### config.mk
export PLATFORM = sky130hd
export DESIGN_NAME = bin_sequencer_flat
export DESIGN_NICKNAME = d
export VERILOG_FILES = /design/src/rtl/bin_pkg.sv /design/src/rtl/bin_sequencer_if.sv /design/src/rtl/bin_phase_timer.sv /design/src/rtl/bin_sequencer.sv /design/src/flat_wrapper.sv
export SDC_FILE = /design/constraint.sdc
export NUM_CORES = 1
export LEC_CHECK = 0
export ABC_AREA = 1
export CORE_MARGIN = 3
export CORE_UTILIZATION = 46
export DETAILED_ROUTE_END_ITERATION = 16
export GPL_ROUTABILITY_DRIVEN = 1
export PLACE_DENSITY_LB_ADDON = 0.08
export SYNTH_ARGS = -nofsm -noshare
export SYNTH_HDL_FRONTEND = slang
export SYNTH_HIERARCHICAL = 1
export SYNTH_SLANG_ARGS = --single-unit
export TNS_END_PERCENT = 100
### constraint.sdc
create_clock -name bin_clk -period 5.6 [get_ports bin_clk]
set_input_delay 1.4 -clock bin_clk [delete_from_list [all_inputs] [get_ports bin_clk]]
set_output_delay 1.4 -clock bin_clk [all_outputs]
set_load 0.02 [all_outputs]
### src/rtl/bin_pkg.sv
// Shared definitions for the binarization job sequencer: threshold width and
// default, phase_done bit positions, state encoding and a busy decode helper.
package bin_pkg;

    localparam int THRES_W = 8;
    localparam logic [THRES_W-1:0] DEFAULT_THRES = THRES_W'(5);

    // Bit positions inside phase_done (condition_led from the datapath).
    localparam int PD_INT = 0;
    localparam int PD_BIN = 1;

    typedef enum logic [2:0] {
        ST_IDLE      = 3'd0,
        ST_INT_PULSE = 3'd1,
        ST_INT_WAIT  = 3'd2,
        ST_BIN_PULSE = 3'd3,
        ST_BIN_WAIT  = 3'd4,
        ST_DONE      = 3'd5,
        ST_ERROR     = 3'd6
    } state_t;

    // A job is in flight in any pulse or wait state.
    function automatic logic is_busy(state_t s);
        return (s == ST_INT_PULSE) || (s == ST_INT_WAIT) ||
               (s == ST_BIN_PULSE) || (s == ST_BIN_WAIT);
    endfunction

endpackage

### src/rtl/bin_sequencer_if.sv
// Control/status bundle between the user side and the binarization datapath.
// master drives start/abort/threshold/phase_done; slave is the sequencer.
interface bin_sequencer_if;
    import bin_pkg::*;

    logic               start;
    logic               abort;
    logic [THRES_W-1:0] thres_in;
    logic [1:0]         phase_done;
    logic               int_ctrl;
    logic               bin_ctrl;
    logic [THRES_W-1:0] thres_length;
    logic               busy;
    logic               done;
    logic               error;

    modport master (
        output start, abort, thres_in, phase_done,
        input  int_ctrl, bin_ctrl, thres_length, busy, done, error
    );

    modport slave (
        input  start, abort, thres_in, phase_done,
        output int_ctrl, bin_ctrl, thres_length, busy, done, error
    );

endinterface

### src/rtl/bin_phase_timer.sv
// Shared up-counter for control pulse length and phase timeout. Cleared by the
// FSM on every state change; saturates instead of wrapping.
module bin_phase_timer #(
    parameter int PULSE_LEN     = 10,
    parameter int PHASE_TIMEOUT = 70000,
    parameter int CNT_W         = 17
) (
    input  logic i_clk,
    input  logic i_rst,
    input  logic i_clr,
    output logic o_pulse_end,
    output logic o_timeout
);

    // Terminal counts are one less than the lengths because the counter reads
    // 0 on the first cycle of a state.
    localparam logic [CNT_W-1:0] PULSE_TC   = CNT_W'(PULSE_LEN - 1);
    localparam logic [CNT_W-1:0] TIMEOUT_TC = CNT_W'(PHASE_TIMEOUT - 1);

    logic [CNT_W-1:0] r_cnt;
    logic             w_sat;

    assign w_sat = &r_cnt;

    // Count every cycle, restart on clear, hold at all-ones.
    always_ff @(posedge i_clk) begin
        if (i_rst) begin
            r_cnt <= '0;
        end else if (i_clr) begin
            r_cnt <= '0;
        end else if (!w_sat) begin
            r_cnt <= r_cnt + CNT_W'(1);
        end
    end

    assign o_pulse_end = (r_cnt >= PULSE_TC);
    assign o_timeout   = (r_cnt >= TIMEOUT_TC);

endmodule

### src/rtl/bin_sequencer.sv
// Runs one binarization job: latch threshold, pulse int_ctrl, wait for the
// integral phase, pulse bin_ctrl, wait for the binarization phase, report.
//
// state        | meaning
// -------------+------------------------------------------------------------
// ST_IDLE      | no job; start accepted
// ST_INT_PULSE | int_ctrl high for PULSE_LEN cycles
// ST_INT_WAIT  | waiting for phase_done[PD_INT] rising edge (or sticky)
// ST_BIN_PULSE | bin_ctrl high for PULSE_LEN cycles
// ST_BIN_WAIT  | waiting for phase_done[PD_BIN] rising edge (or sticky)
// ST_DONE      | job finished; start re-arms, abort returns to idle
// ST_ERROR     | a phase timed out; start re-arms, abort returns to idle
module bin_sequencer
    import bin_pkg::*;
#(
    parameter int PULSE_LEN     = 10,
    parameter int PHASE_TIMEOUT = 70000,
    parameter int CNT_W         = 17
) (
    input  logic                  bin_clk,
    input  logic                  bin_rst,
    bin_sequencer_if.slave        bus
);

    state_t             r_state;
    state_t             w_next;
    logic [1:0]         r_pd_prev;
    logic [1:0]         r_sticky;
    logic [1:0]         w_edge;
    logic [THRES_W-1:0] r_thres;
    logic               r_int_ctrl;
    logic               r_bin_ctrl;
    logic               r_busy;
    logic               r_done;
    logic               r_error;
    logic               w_accept;
    logic               w_cnt_clr;
    logic               w_pulse_end;
    logic               w_timeout;

    // prev is loaded every cycle, so a level already high when a job is
    // accepted never looks like an edge on the following cycle.
    assign w_edge    = bus.phase_done & ~r_pd_prev;
    assign w_accept  = !is_busy(r_state) && bus.start && !bus.abort;
    assign w_cnt_clr = (w_next != r_state);

    bin_phase_timer #(
        .PULSE_LEN     (PULSE_LEN),
        .PHASE_TIMEOUT (PHASE_TIMEOUT),
        .CNT_W         (CNT_W)
    ) u_timer (
        .i_clk       (bin_clk),
        .i_rst       (bin_rst),
        .i_clr       (w_cnt_clr),
        .o_pulse_end (w_pulse_end),
        .o_timeout   (w_timeout)
    );

    // Next-state decode; abort beats every other condition.
    always_comb begin
        w_next = r_state;
        case (r_state)
            ST_IDLE, ST_DONE, ST_ERROR: begin
                if (w_accept)       w_next = ST_INT_PULSE;
                else if (bus.abort) w_next = ST_IDLE;
            end
            ST_INT_PULSE: begin
                if (bus.abort)        w_next = ST_IDLE;
                else if (w_pulse_end) w_next = ST_INT_WAIT;
            end
            ST_INT_WAIT: begin
                if (bus.abort)                                  w_next = ST_IDLE;
                else if (w_edge[PD_INT] || r_sticky[PD_INT])    w_next = ST_BIN_PULSE;
                else if (w_timeout)                             w_next = ST_ERROR;
            end
            ST_BIN_PULSE: begin
                if (bus.abort)        w_next = ST_IDLE;
                else if (w_pulse_end) w_next = ST_BIN_WAIT;
            end
            ST_BIN_WAIT: begin
                if (bus.abort)                                  w_next = ST_IDLE;
                else if (w_edge[PD_BIN] || r_sticky[PD_BIN])    w_next = ST_DONE;
                else if (w_timeout)                             w_next = ST_ERROR;
            end
            default: w_next = ST_IDLE;
        endcase
    end

    // State, edge history, sticky edges, threshold and Moore outputs decoded
    // from the next state so every output is a flop.
    always_ff @(posedge bin_clk) begin
        if (bin_rst) begin
            r_state    <= ST_IDLE;
            r_pd_prev  <= '0;
            r_sticky   <= '0;
            r_thres    <= DEFAULT_THRES;
            r_int_ctrl <= 1'b0;
            r_bin_ctrl <= 1'b0;
            r_busy     <= 1'b0;
            r_done     <= 1'b0;
            r_error    <= 1'b0;
        end else begin
            r_state   <= w_next;
            r_pd_prev <= bus.phase_done;
            if (w_accept) begin
                r_thres  <= (bus.thres_in == '0) ? DEFAULT_THRES : bus.thres_in;
                r_sticky <= '0;
            end else begin
                // An early edge during a phase's own pulse is remembered so
                // its wait state can exit on the first cycle.
                if (r_state == ST_INT_PULSE && w_edge[PD_INT]) r_sticky[PD_INT] <= 1'b1;
                if (r_state == ST_BIN_PULSE && w_edge[PD_BIN]) r_sticky[PD_BIN] <= 1'b1;
            end
            r_int_ctrl <= (w_next == ST_INT_PULSE);
            r_bin_ctrl <= (w_next == ST_BIN_PULSE);
            r_busy     <= is_busy(w_next);
            r_done     <= (w_next == ST_DONE);
            r_error    <= (w_next == ST_ERROR);
        end
    end

    assign bus.int_ctrl     = r_int_ctrl;
    assign bus.bin_ctrl     = r_bin_ctrl;
    assign bus.thres_length = r_thres;
    assign bus.busy         = r_busy;
    assign bus.done         = r_done;
    assign bus.error        = r_error;

endmodule

### src/flat_wrapper.sv
// flat-port wrapper written by rule: the top's interface ports become plain ports
module bin_sequencer_flat import bin_pkg::*;
#(
    parameter int PULSE_LEN     = 10,
    parameter int PHASE_TIMEOUT = 70000,
    parameter int CNT_W         = 17
)
  (bin_clk, bin_rst, bus_start, bus_abort, bus_thres_in, bus_phase_done, bus_int_ctrl, bus_bin_ctrl, bus_thres_length, bus_busy, bus_done, bus_error);
  bin_sequencer_if bus_i ();
  input  logic bin_clk;
  input  logic bin_rst;
  input wire logic [$bits(bus_i.start)-1:0] bus_start;
  input wire logic [$bits(bus_i.abort)-1:0] bus_abort;
  input wire logic [$bits(bus_i.thres_in)-1:0] bus_thres_in;
  input wire logic [$bits(bus_i.phase_done)-1:0] bus_phase_done;
  output wire logic [$bits(bus_i.int_ctrl)-1:0] bus_int_ctrl;
  output wire logic [$bits(bus_i.bin_ctrl)-1:0] bus_bin_ctrl;
  output wire logic [$bits(bus_i.thres_length)-1:0] bus_thres_length;
  output wire logic [$bits(bus_i.busy)-1:0] bus_busy;
  output wire logic [$bits(bus_i.done)-1:0] bus_done;
  output wire logic [$bits(bus_i.error)-1:0] bus_error;
  assign bus_i.start = bus_start;
  assign bus_i.abort = bus_abort;
  assign bus_i.thres_in = bus_thres_in;
  assign bus_i.phase_done = bus_phase_done;
  assign bus_int_ctrl = bus_i.int_ctrl;
  assign bus_bin_ctrl = bus_i.bin_ctrl;
  assign bus_thres_length = bus_i.thres_length;
  assign bus_busy = bus_i.busy;
  assign bus_done = bus_i.done;
  assign bus_error = bus_i.error;
  bin_sequencer #(.PULSE_LEN(PULSE_LEN), .PHASE_TIMEOUT(PHASE_TIMEOUT), .CNT_W(CNT_W)) u_core (.bin_clk(bin_clk), .bin_rst(bin_rst), .bus(bus_i));
endmodule
; Word-level counts from Yosys, hierarchy flattened
; Cells that the tools add are included.
[totals]
ff_bits = 37
[op_classes]
add_sub_neg = 1
magnitude_cmp = 2
n_eq_ne = 13
n_mux = 13
bitwise = 2
reduce_logical = 20
[op_table]
columns = op, n
row1 = $mux 3, 11
row2 = $eq 3x3->1 const B, 6
row3 = $add 17x1->17 const B, 1
row4 = $ge 17x17->1 const B, 1
row5 = $ge 17x4->1 const B, 1
row6 = $reduce_and 17->1, 1
row7 = $pmux 3 s5, 1
row8 = $eq 3x2->1 const B, 4
row9 = $logic_not 8->1, 1
row10 = $logic_or 1x1->1, 8
row11 = $mux 8, 1
row12 = $eq 3x1->1 const B, 2
row13 = $logic_and 1x1->1, 4
row14 = $reduce_or 2->1, 2
row15 = $logic_not 3->1, 1
row16 = $ne 3x3->1, 1
row17 = $reduce_or 3->1, 1
row18 = $and 2x2->2, 1
row19 = $logic_not 1->1, 2
row20 = $not 2->2, 1

; Longest topological paths before layout
; Gate-level depths: netlist of the first run.
[depth]
word_depth = 13
ltp_mapped = 19

; Cells and area by module
; The synthesis of the first run kept the hierarchy.
[modules_own_cells]
columns = module, instances, cells_each, area_per_inst_um2, seq_area_each_um2
row1 = bin_phase_timer, 1, 168, 1058.5, 340.3
row2 = bin_sequencer, 1, 137, 1033.5, 400.4

; Least setup slack after synthesis of the first run
; No wires, ideal clock.
[synth_timing]
path_kind = input-to-reg
start = in bus_start
end = reg u_core.u_timer.r_cnt[6]
setup_time_ns = 0.058
arrival_time_ns = 2.860
t_required_ns = 5.542
setup_slack_ns = 2.683
path_stages = 12
cell_sequence = inv_1 nor2_1 nand3_4 nand2_4 nand3_4 nand2_1 nand2_1 nand3b_1 nor2_2 inv_1 a21oi_1 o21a_1
[synth_between]
elab_chain_len = 6
[synth_rtl]
columns = element, line_no
row1 = "start, declared", flat_wrapper.sv:12  ; input wire logic [$bits(bus_i.start)-1:0] bus_start;
row2 = $logic_and 1x1->1 (2 in series), bin_sequencer.sv:44  ; assign w_accept = !is_busy(r_state) && bus.start && !bus.abort;
row3 = $mux 3, bin_sequencer.sv:64  ; if (w_accept) w_next = ST_INT_PULSE;
row4 = $pmux 3 s5, bin_sequencer.sv:62  ; case (r_state)
row5 = $ne 3x3->1, bin_sequencer.sv:45  ; assign w_cnt_clr = (w_next != r_state);
row6 = named net u_core.w_cnt_clr, bin_sequencer.sv:37  ; logic w_cnt_clr;
row7 = $reduce_or 2->1 (no source line), n/a
row8 = "end signal, assigned", bin_phase_timer.sv:32  ; r_cnt <= r_cnt + CNT_W'(1);
row9 = "end, declared", bin_phase_timer.sv:20  ; logic [CNT_W-1:0] r_cnt;
; The timed path passes the listed nets, and every way through them passes these cells.
; A chain may end at the register's enable or synchronous reset.

; Final worst setup path of the first run
[layout_timing]
start = in bus_abort
end = reg u_core.u_timer.r_cnt[6]
[layout_between]
elab_chain_len = 6
elab_cells_between_ends = 11
[layout_rtl]
columns = element, line_no
row1 = "start, declared", flat_wrapper.sv:13  ; input wire logic [$bits(bus_i.abort)-1:0] bus_abort;
row2 = $logic_not 1->1, bin_sequencer.sv:44
row3 = $logic_and 1x1->1, bin_sequencer.sv:44
row4 = $mux 3, bin_sequencer.sv:64
row5 = $pmux 3 s5 *, bin_sequencer.sv:62
row6 = $ne 3x3->1 *, bin_sequencer.sv:45
row7 = named net u_core.w_cnt_clr, bin_sequencer.sv:37
row8 = $reduce_or 2->1 (no source line) *, n/a
; Mark *: on every way through the listed nets, which the timed path passes. The rest lies on a longest branch.

==> results of run 1 <==
## how the worst max path moves through the flow
stage | to | cells past startpoint
floorplan | u_core/u_timer/r_cnt[6]$_SDFFE_PP0N_ | 12
global placement | u_core/u_timer/r_cnt[6]$_SDFFE_PP0N_ | 11
detailed placement | u_core/u_timer/r_cnt[6]$_SDFFE_PP0N_ | 12
CTS | u_core/u_timer/r_cnt[6]$_SDFFE_PP0N_ | 12
global route | u_core/u_timer/r_cnt[6]$_SDFFE_PP0N_ | 12
finish | u_core/u_timer/r_cnt[6]$_SDFFE_PP0N_ | 12
## critical path: stages
cell,delay (ps)
clkdlybuf4s50_1,480
nor2_1,250
nand3_4,190
nand2_4,110
nand3_4,100
nand2_1,70
nand2_1,40
nand3b_1,160
nor2_2,390
inv_1,240
a21oi_1,170
o21a_1,130
## layout make-up
cell class	count	share of cell area (%)
multi-input cells	220	46.9
repair buffers	26	10.5
well taps	50	2.52
clock buffers	6	2.92
clock inverters	2	0.403
flip-flops and latches	37	29.8
inverters	46	6.95
## sequential cells by signal, summed over array words and instances (netlist names)
name / cells
u_core/r_state: 3
u_core/r_pd_prev: 2
u_core/bus.thres_length: 8
u_core/bus.busy: 1
u_core/bus.error: 1
u_core/bus.done: 1
u_core/r_sticky: 2
u_core/bus.bin_ctrl: 1
u_core/u_timer/r_cnt: 17
u_core/bus.int_ctrl: 1
## power groups by stage
stage               clock network [mW]  registers [mW]  logic [mW]
floorplan                            0           0.287      0.0394
global placement                     0           0.283      0.0703
detailed placement                   0           0.284      0.0711
CTS                              0.186           0.277      0.0712
global route                     0.196           0.278      0.0792
finish                           0.179           0.277      0.0708
## synthesized netlist by cell type
cell type	number	area, sq um
xor2_1	3	26.3
ha_1	3	37.5
o21ai_0	11	55.1
nor3_2	2	20.0
o21bai_1	1	7.51
dfxtp_1	37	741
clkbuf_4	1	7.51
o21a_1	1	7.51
a21oi_1	19	95.1
o21ai_2	1	8.76
nand2_4	4	45.0
nand3_2	1	10.0
o22a_1	2	17.5
nor2_4	4	45.0
nor3_1	7	35.0
nand3_4	4	70.1
inv_2	7	26.3
nand2_1	67	251
inv_1	38	143
nand3b_1	1	7.51
nand2_2	9	56.3
nand4_1	10	62.6
o21ai_1	1	5.00
or3_2	1	7.51
nor2_1	41	154
nor2_2	5	31.3
nand3_1	22	110
buf_2	1	5.00
clkinv_1	1	3.75
## cells by family (layout without fill, tap and decap cells)
logic type / Yosys count / after routing / share of synthesized area [%]
AOI/OAI and AO/OA: 36 / 36 / 9.39
xor gates and xnor gates: 3 / 3 / 1.26
adders and majority gates: 3 / 3 / 1.79
buffers and inverters: 48 / 80 / 8.85
DFF: 37 / 37 / 35.4
and+or+nand+nor: 178 / 178 / 43.3
## per-layer routing
layer  vias up  global-route usage (%)  share of wire, %
met2        40                    26.2                40
met5         -                       0                 0
met3         6                    4.10               4.5
met1       849                    28.4                54
li1       1044                       -                 -
met4         0                    6.44               1.1
## through the flow
stage	worst slack, ps	hold slack (ps)	std cells
6_report	2070	473	387
3_3_place_gp	1870	443	379
5_1_grt	1870	500	387
3_5_place_dp	1770	457	379
4_1_cts	2070	468	387
2_1_floorplan	2680	436	305
==> key figures, run 1 <==
Placement
  – Port buffer count: 26
  – Placed Area: 2400 sq um
  – Gp weighted congestion: 0.909
  – Dpl hpwl: 3600 um

Setup path
  – Reg-to-Reg End: u_core/u_timer/r_cnt[6]$_SDFFE_PP0N_
  – Critical Path RT: 5830 ps
  – R2r startpoint: u_core/u_timer/r_cnt[0]$_SDFFE_PP0N_
  – WS Path Type: in2reg
  – Critical path launch point type: primary input
  – Crit end category: flop
  – Flop2flop setup slack: 2700 ps
  – CP startpoint: bus_abort
  – Worst Reg-to-Reg Cells: 17
  – CP Max Fanout: 10
  – Critical Path AT: 3760 ps

GRT
  – GRT Residual Overflow: 0
  – Largest net degree at the start of global routing: 12
  – Antenna violations before repair: 0
  – Total GRT Usage: 18.9%
  – First-pass GRT wire length: 7960 um
  – Vias in the first global route: 1706

Flow run
  – Max-cap violation count: 0

Detailed routing
  – Total number of vias: 1939
  – Drt wl/cell: 12.1 um
  – Via/cell ratio: 5.01
  – Detailed Route Iter0 Violations: 67
  – Antenna-violating nets left: 0
  – Iteration count of the initial detailed-routing pass: 4
  – Remaining DRCs: 0
  – Total routed wirelength: 4660 um

Floorplanning
  – Die Span Y: 73.4 um
  – IO Count: 27
  – Starting Density: 49.8%
  – Die width: 73.4 um
  – Core Box Area: 4200 sq um
  – Row cnt: 23
  – Die area: 5390 sq um

Pwr
  – Combinational power share: 13.4%
  – Clk pwr share: 34.0%
  – Switching pwr: 0.140 mW
  – Static Leakage: 1.05 nW
  – Pwr/cell area: 212 nW/um^2
  – Peak supply drop: 0.000173 V
  – Reg power frac: 52.6%
  – Power, Total: 0.528 mW
  – Sw Share: 26.6%
  – Internal: 0.387 mW

Layout
  – Storage cell area: 741 sq um
  – Final net count: 353
  – Design Area, Final: 2480 sq um
  – Area of the multi-input gates: 1170 sq um
  – ANT cells: 0
  – Share of post-route cells with drive strength above 1: 13.4%
  – Syn-to-layout area delta: 18.8%
  – Fill cells: 431
  – Most frequent cells in the layout: nand2_1 (67), nor2_1 (41), inv_1 (38)
  – Most common cell after layout, fill and taps aside: nand2_1
  – Final Util: 59.1%

Clock network
  – CTS tree: built
  – Post-CTS Setup Inserts: 0
  – Clock latency on the worst-skew pair: 280 ps
  – H-tree Lvls: 2
  – Post-CTS Hold Buffers: 0
  – Root Buffer: clkbuf_8
  – Worst-path clk slew: 70 ps
  – Sink Count: 37
  – CTS Buf Count: 5
  – Clock Tree Buf Depth: 2
  – Post-cts sizing count: 0

STA
  – Worst-Margin Slew: 446 ps
  – Slew Viols, Final: 0
  – Fin. Hold Viols: 0
  – Total negative slack: 0 ps
  – Final Skew: 3.45 ps
  – Fin crit share: 63.0%
  – Worst slew margin: 70.2%
  – Clock period minus worst slack: 3530 ps
  – Setup Viol. Count Final: 0
  – RSZ-0062 raised after global routing: no
  – F_max: 283 MHz

Synth
  – Synthesized instance count: 305
  – Seq/Total Area, Yosys: 35.4%
  – Mapped Area: 2090 sq um
  – Post-Syn Nets: 322
  – Syn. warnings: 6
  – Avg Cell Area, Syn: 6.86 sq um
  – Post-synth cell types: 29
  – Flops & latches, synth: 37

Min path
  – Min-Delay Path Depth: 2
  – WHS Endpoint: u_core/r_sticky[0]$_SDFFE_PP0P_
  – Hold Crit Class: reg2reg
  – Critical hold path startpoint: u_core/r_sticky[0]$_SDFFE_PP0P_

Status
  – Status: finished clean
(Power assumes the default switching activity.)
==> inputs of run 2 (changes only) <==
Clock period 5.6 ns to 3.2 ns, I/O delays scaled along.
==> key figures, run 2 (same netlist as run 1, synthesis figures left out) <==
Setup path
  – Crit end category: flop
  – Critical path's largest stage delay: 450 ps
  – Critical Path RT: 3440 ps
  – Critical path launch point type: flop
  – Worst Reg-to-Reg Cells: 17
  – CP cell instances: ha_1 > nand3_1 > inv_1 > nand4_1 > nand2_1 > nand2_1 > nand2_1 > inv_1 > o21ai_0 > nand3_1 > nand3_4 > xor2_1 > nand3b_1 > nor2_2 > inv_1 > a21oi_1 > o21a_1
  – Slowest CP cell: dfxtp_1
  – CP Max Fanout: 8
  – CP startpoint: u_core/u_timer/r_cnt[1]$_SDFFE_PP0N_
  – CP delay by family, top: simple AND/OR/NAND/NOR gates
  – Reg-to-Reg End: u_core/u_timer/r_cnt[6]$_SDFFE_PP0N_
  – WS Path Type: reg2reg
  – R2r startpoint: u_core/u_timer/r_cnt[1]$_SDFFE_PP0N_
  – Critical Path AT: 2850 ps
  – Worst path bufs/invs: 3
  – Flop2flop setup slack: 590 ps

Detailed routing
  – Drt wl/cell: 12.3 um
  – Iteration count of the initial detailed-routing pass: 4
  – Total routed wirelength: 4780 um
  – Detailed Route Iter0 Violations: 161
  – Remaining DRCs: 0
  – Via/cell ratio: 5.07
  – Total number of vias: 1974
  – Antenna-violating nets left: 0

STA
  – WHS: 457 ps
  – Slew Viols, Final: 0
  – Worst slew margin: 76.4%
  – Clock period minus worst slack: 2610 ps
  – RSZ-0062 raised after global routing: no
  – Final Skew: 5.75 ps
  – F_max: 383 MHz
  – Setup Viol. Count Final: 0
  – Fin. Hold Viols: 0
  – Worst-Margin Slew: 353 ps
  – Fin crit share: 81.5%
  – Total negative slack: 0 ps

Clock network
  – Post-CTS Hold Buffers: 0
  – Root Buffer: clkbuf_8
  – Post-CTS Setup Inserts: 0
  – Clock latency on the worst-skew pair: 290 ps
  – Sink Count: 37
  – CTS Buf Count: 5
  – CTS tree: built
  – H-tree Lvls: 2
  – Post-cts sizing count: 0
  – Clock Tree Buf Depth: 2
  – Worst-path clk slew: 80 ps

Floorplanning
  – Die width: 73.4 um
  – Starting Density: 49.8%
  – Die area: 5390 sq um
  – Core Box Area: 4200 sq um
  – Die Span Y: 73.4 um
  – IO Count: 27
  – Row cnt: 23

Pwr
  – Peak supply drop: 0.000229 V
  – Static Leakage: 1.06 nW
  – Internal: 0.681 mW
  – Sw Share: 27.1%
  – Clk pwr share: 34.2%
  – Switching pwr: 0.253 mW
  – Pwr/cell area: 374 nW/um^2
  – Combinational power share: 13.7%
  – Reg power frac: 52.1%

Flow run
  – Max-cap violation count: 0

GRT
  – Vias in the first global route: 1723
  – Largest net degree at the start of global routing: 12
  – Total GRT Usage: 19.7%
  – GRT Residual Overflow: 0
  – First-pass GRT wire length: 8140 um
  – Antenna violations before repair: 0

Layout
  – ANT cells: 0
  – Most frequent cells in the layout: nand2_1 (67), nor2_1 (41), inv_1 (38)
  – Final net count: 355
  – Most common cell after layout, fill and taps aside: nand2_1
  – Reg with most FFs: u_core/u_timer/r_cnt
  – Share of post-route cells with drive strength above 1: 13.9%
  – Area of the multi-input gates: 1170 sq um
  – Syn-to-layout area delta: 19.5%
  – Max FFs per register: 17
  – Fill cells: 417
  – Storage cell area: 741 sq um

Placement
  – Port buffer count: 26
  – Gp weighted congestion: 0.946
  – Dpl hpwl: 3640 um

Status
  – Status: finished clean

Min path
  – Min-Delay Path Depth: 2
  – Hold Crit Class: reg2reg
  – WHS Endpoint: u_core/r_sticky[0]$_SDFFE_PP0P_
  – Critical hold path startpoint: u_core/r_sticky[0]$_SDFFE_PP0P_
-- run 2: worst max-delay path by stage --
stage	end	slack (ps)	depth (start not counted)
2_1_floorplan	u_core/u_timer/r_cnt[6]$_SDFFE_PP0N_	870	17
3_3_place_gp	u_core/u_timer/r_cnt[6]$_SDFFE_PP0N_	430	13
3_5_place_dp	u_core/u_timer/r_cnt[6]$_SDFFE_PP0N_	380	11
4_1_cts	u_core/u_timer/r_cnt[6]$_SDFFE_PP0N_	650	17
5_1_grt	u_core/u_timer/r_cnt[2]$_SDFFE_PP0N_	340	16
6_report	u_core/u_timer/r_cnt[6]$_SDFFE_PP0N_	590	17
-- run 2: stage by stage --
step	util (%)	setup WS, ps	std cells	power (mW)	area (sq um)
after global placement	57.5	428	381	0.623	2420
after floorplan	-	866	305	0.572	2090
after CTS	59.5	645	389	0.944	2500
after detailed placement	57.5	380	381	0.624	2420
final	59.5	591	389	0.934	2500
after global routing	59.5	339	389	0.980	2500
-- run 2: worst reg2reg max path, cell delays in order (launching register included) --
cell and delay (ps):
dfxtp_1 450, ha_1 260, nand3_1 150, inv_1 90, nand4_1 90, nand2_1 70
nand2_1 40, nand2_1 50, inv_1 60, o21ai_0 150, nand3_1 140, nand3_4 140
xor2_1 150, nand3b_1 110, nor2_2 150, inv_1 150, a21oi_1 150, o21a_1 130
-- run 2: layer usage --
metal	vias to the layer above	track usage, %	part of all wire, %
li1	1051	-	-
met1	858	30.0	52
met2	58	26.8	40
met3	7	4.92	6.3
met4	0	5.84	1.4
met5	-	0	0
-- run 2: layout make-up --
type	instances	area share, %
clock buffers	6	2.90
flip-flops and latches	37	29.6
inverters	46	6.91
repair buffers	28	11.0
well taps	50	2.50
multi-input cells	220	46.6
clock inverters	2	0.400
-- run 2: power by group through the flow --
stage / Combinational, mW / Clock, mW / Sequential (mW)
2_1_floorplan: 0.0689 / 0 / 0.503
3_3_place_gp: 0.126 / 0 / 0.497
3_5_place_dp: 0.127 / 0 / 0.497
4_1_cts: 0.128 / 0.330 / 0.486
5_1_grt: 0.142 / 0.350 / 0.488
6_report: 0.128 / 0.320 / 0.487
==> inputs of run 3 (changes only) <==
Clock period 3.2 ns to 2.55 ns, I/O delays scaled along.
==> key figures, run 3 (same netlist as run 1, synthesis figures left out) <==
Setup path
  – CP delay by family, top: simple AND/OR/NAND/NOR gates
  – Crit end category: flop
  – WP depth: 16
  – Most frequent CP cell: nand2_1
  – Flop2flop setup slack: 220 ps
  – Reg-to-Reg End: u_core/u_timer/r_cnt[6]$_SDFFE_PP0N_
  – CP cell instances: nand2_1 > nor2_2 > nand4_1 > nand2_1 > nand2_1 > nand2_1 > inv_1 > a21oi_1 > nand3_4 > nand4_1 > nand2_1 > nand3b_1 > nor2_4 > inv_2 > a21oi_1 > o21a_1
  – WS Path Type: reg2reg
  – Critical path launch point type: flop
  – CP Max Fanout: 8
  – Worst Reg-to-Reg Cells: 16
  – Worst path bufs/invs: 2
  – Critical path's largest stage delay: 420 ps
  – Setup crit end: u_core/u_timer/r_cnt[6]$_SDFFE_PP0N_
  – R2r startpoint: u_core/u_timer/r_cnt[5]$_SDFFE_PP0N_
  – CP startpoint: u_core/u_timer/r_cnt[5]$_SDFFE_PP0N_
  – Critical Path RT: 2780 ps
  – Critical Path AT: 2560 ps
  – Slowest CP cell: dfxtp_1

STA
  – Worst-Margin Slew: 344 ps
  – Fin crit share: 91.3%
  – Worst slew margin: 77.0%
  – Setup Viol. Count Final: 0
  – PnR worst setup slack: 223 ps
  – Final Skew: 5.81 ps
  – Fin. Hold Viols: 0
  – Slew Viols, Final: 0
  – F_max: 430 MHz
  – Clock period minus worst slack: 2330 ps

Min path
  – Hold Crit Class: reg2reg
  – Min-Delay Path Depth: 2

GRT
  – Largest net degree at the start of global routing: 13
  – Antenna violations before repair: 0
  – GRT Residual Overflow: 0
  – Total GRT Usage: 19.1%
  – First-pass GRT wire length: 8230 um
  – Vias in the first global route: 1814

Placement
  – Dpl hpwl: 3680 um
  – Port buffer count: 26
  – Dpl ws: -51.9 ps
  – Gp weighted congestion: 0.962
  – Placed Area: 2500 sq um

Floorplanning
  – Die Span Y: 73.4 um
  – Starting Density: 49.8%
  – Die width: 73.4 um
  – Row cnt: 23
  – IO Count: 27
  – Core Box Area: 4200 sq um
  – Die area: 5390 sq um

Clock network
  – Clock Tree Buf Depth: 2
  – Root Buffer: clkbuf_8
  – H-tree Lvls: 2
  – Worst-path clk slew: 80 ps
  – Sink Count: 37
  – Post-cts sizing count: 0
  – Clock latency on the worst-skew pair: 280 ps
  – Post-CTS Hold Buffers: 0
  – CTS tree: built
  – CTS Buf Count: 5
  – Post-CTS Setup Inserts: 0

Detailed routing
  – Total routed wirelength: 4700 um
  – Total number of vias: 2010
  – Detailed Route Iter0 Violations: 200
  – Drt wl/cell: 11.8 um
  – Remaining DRCs: 0
  – Iteration count of the initial detailed-routing pass: 4
  – Via/cell ratio: 5.03
  – Antenna-violating nets left: 0

Layout
  – Syn-to-layout area delta: 24.5%
  – Design Area, Final: 2600 sq um
  – Most frequent cells in the layout: nand2_1 (67), nor2_1 (39), inv_1 (37)
  – Reg with most FFs: u_core/u_timer/r_cnt
  – Final net count: 366
  – Final Util: 62.0%
  – Share of post-route cells with drive strength above 1: 18.3%
  – ANT cells: 0
  – Most common cell after layout, fill and taps aside: nand2_1
  – Max FFs per register: 17

Pwr
  – Switching pwr: 0.321 mW
  – Internal: 0.870 mW
  – Reg power frac: 50.9%
  – Combinational power share: 15.6%
  – Sw Share: 27.0%
  – Power, Total: 1.19 mW
  – Peak supply drop: 0.000314 V
  – Static Leakage: 1.12 nW
  – Pwr/cell area: 457 nW/um^2
  – Clk pwr share: 33.5%

Status
  – Status: finished clean

Flow run
  – Max-cap violation count: 0
## run 3: power by group through the flow
stage / logic, mW / clock network [mW] / registers (mW)
finish: 0.185 / 0.399 / 0.606
global route: 0.204 / 0.444 / 0.608
CTS: 0.182 / 0.415 / 0.606
detailed placement: 0.181 / 0 / 0.619
global placement: 0.179 / 0 / 0.619
floorplan: 0.0865 / 0 / 0.631
## run 3: cell type report
| type | instances | area [sq um] |
|---|---|---|
| clock buffer | 5 | 68.8 |
| sequential | 37 | 742 |
| tap | 50 | 62.6 |
| timing repair buffer | 39 | 362 |
| multi-input combinational | 220 | 1180 |
| fill | 411 | 1600 |
| inverter | 46 | 173 |
| clock inverter | 3 | 17.5 |
## run 3: metal layers
| metal | vias up | global-route usage, % | wire length, um |
|---|---|---|---|
| met3 | 2 | 3.97 | 232 |
| met4 | 0 | 4.83 | 23 |
| li1 | 1070 | - | - |
| met1 | 889 | 29.5 | 2470 |
| met5 | - | 0 | 0 |
| met2 | 49 | 26.8 | 1980 |
## run 3: worst min-delay path by stage
stage	to	slack, ps	start
floorplan	u_core/r_sticky[0]$_SDFFE_PP0P_	440	u_core/r_sticky[0]$_SDFFE_PP0P_
global placement	u_core/r_sticky[0]$_SDFFE_PP0P_	440	u_core/r_sticky[0]$_SDFFE_PP0P_
detailed placement	u_core/r_sticky[0]$_SDFFE_PP0P_	450	u_core/r_sticky[0]$_SDFFE_PP0P_
CTS	u_core/r_sticky[0]$_SDFFE_PP0P_	460	u_core/r_sticky[0]$_SDFFE_PP0P_
global route	u_core/r_sticky[0]$_SDFFE_PP0P_	480	u_core/r_sticky[0]$_SDFFE_PP0P_
finish	u_core/r_sticky[0]$_SDFFE_PP0P_	460	u_core/r_sticky[0]$_SDFFE_PP0P_
## run 3: stage by stage
stage | instances | TNS, ps | hold slack [ps]
final | 400 | 0 | 461
after global routing | 400 | -33.4 | 480
after CTS | 400 | 0 | 461
after detailed placement | 392 | -51.9 | 450
after global placement | 392 | 0 | 443
after floorplan | 305 | 0 | 436
## run 3: worst reg2reg max path: stages, from the launching register on
cell      delay, ps
dfxtp_1         420
nand2_1         150
nor2_2          160
nand4_1         100
nand2_1          80
nand2_1          50
nand2_1          60
inv_1            50
a21oi_1         250
nand3_4         120
nand4_1          80
nand2_1          50
nand3b_1        190
nor2_4          140
inv_2           100
a21oi_1         140
o21a_1          130
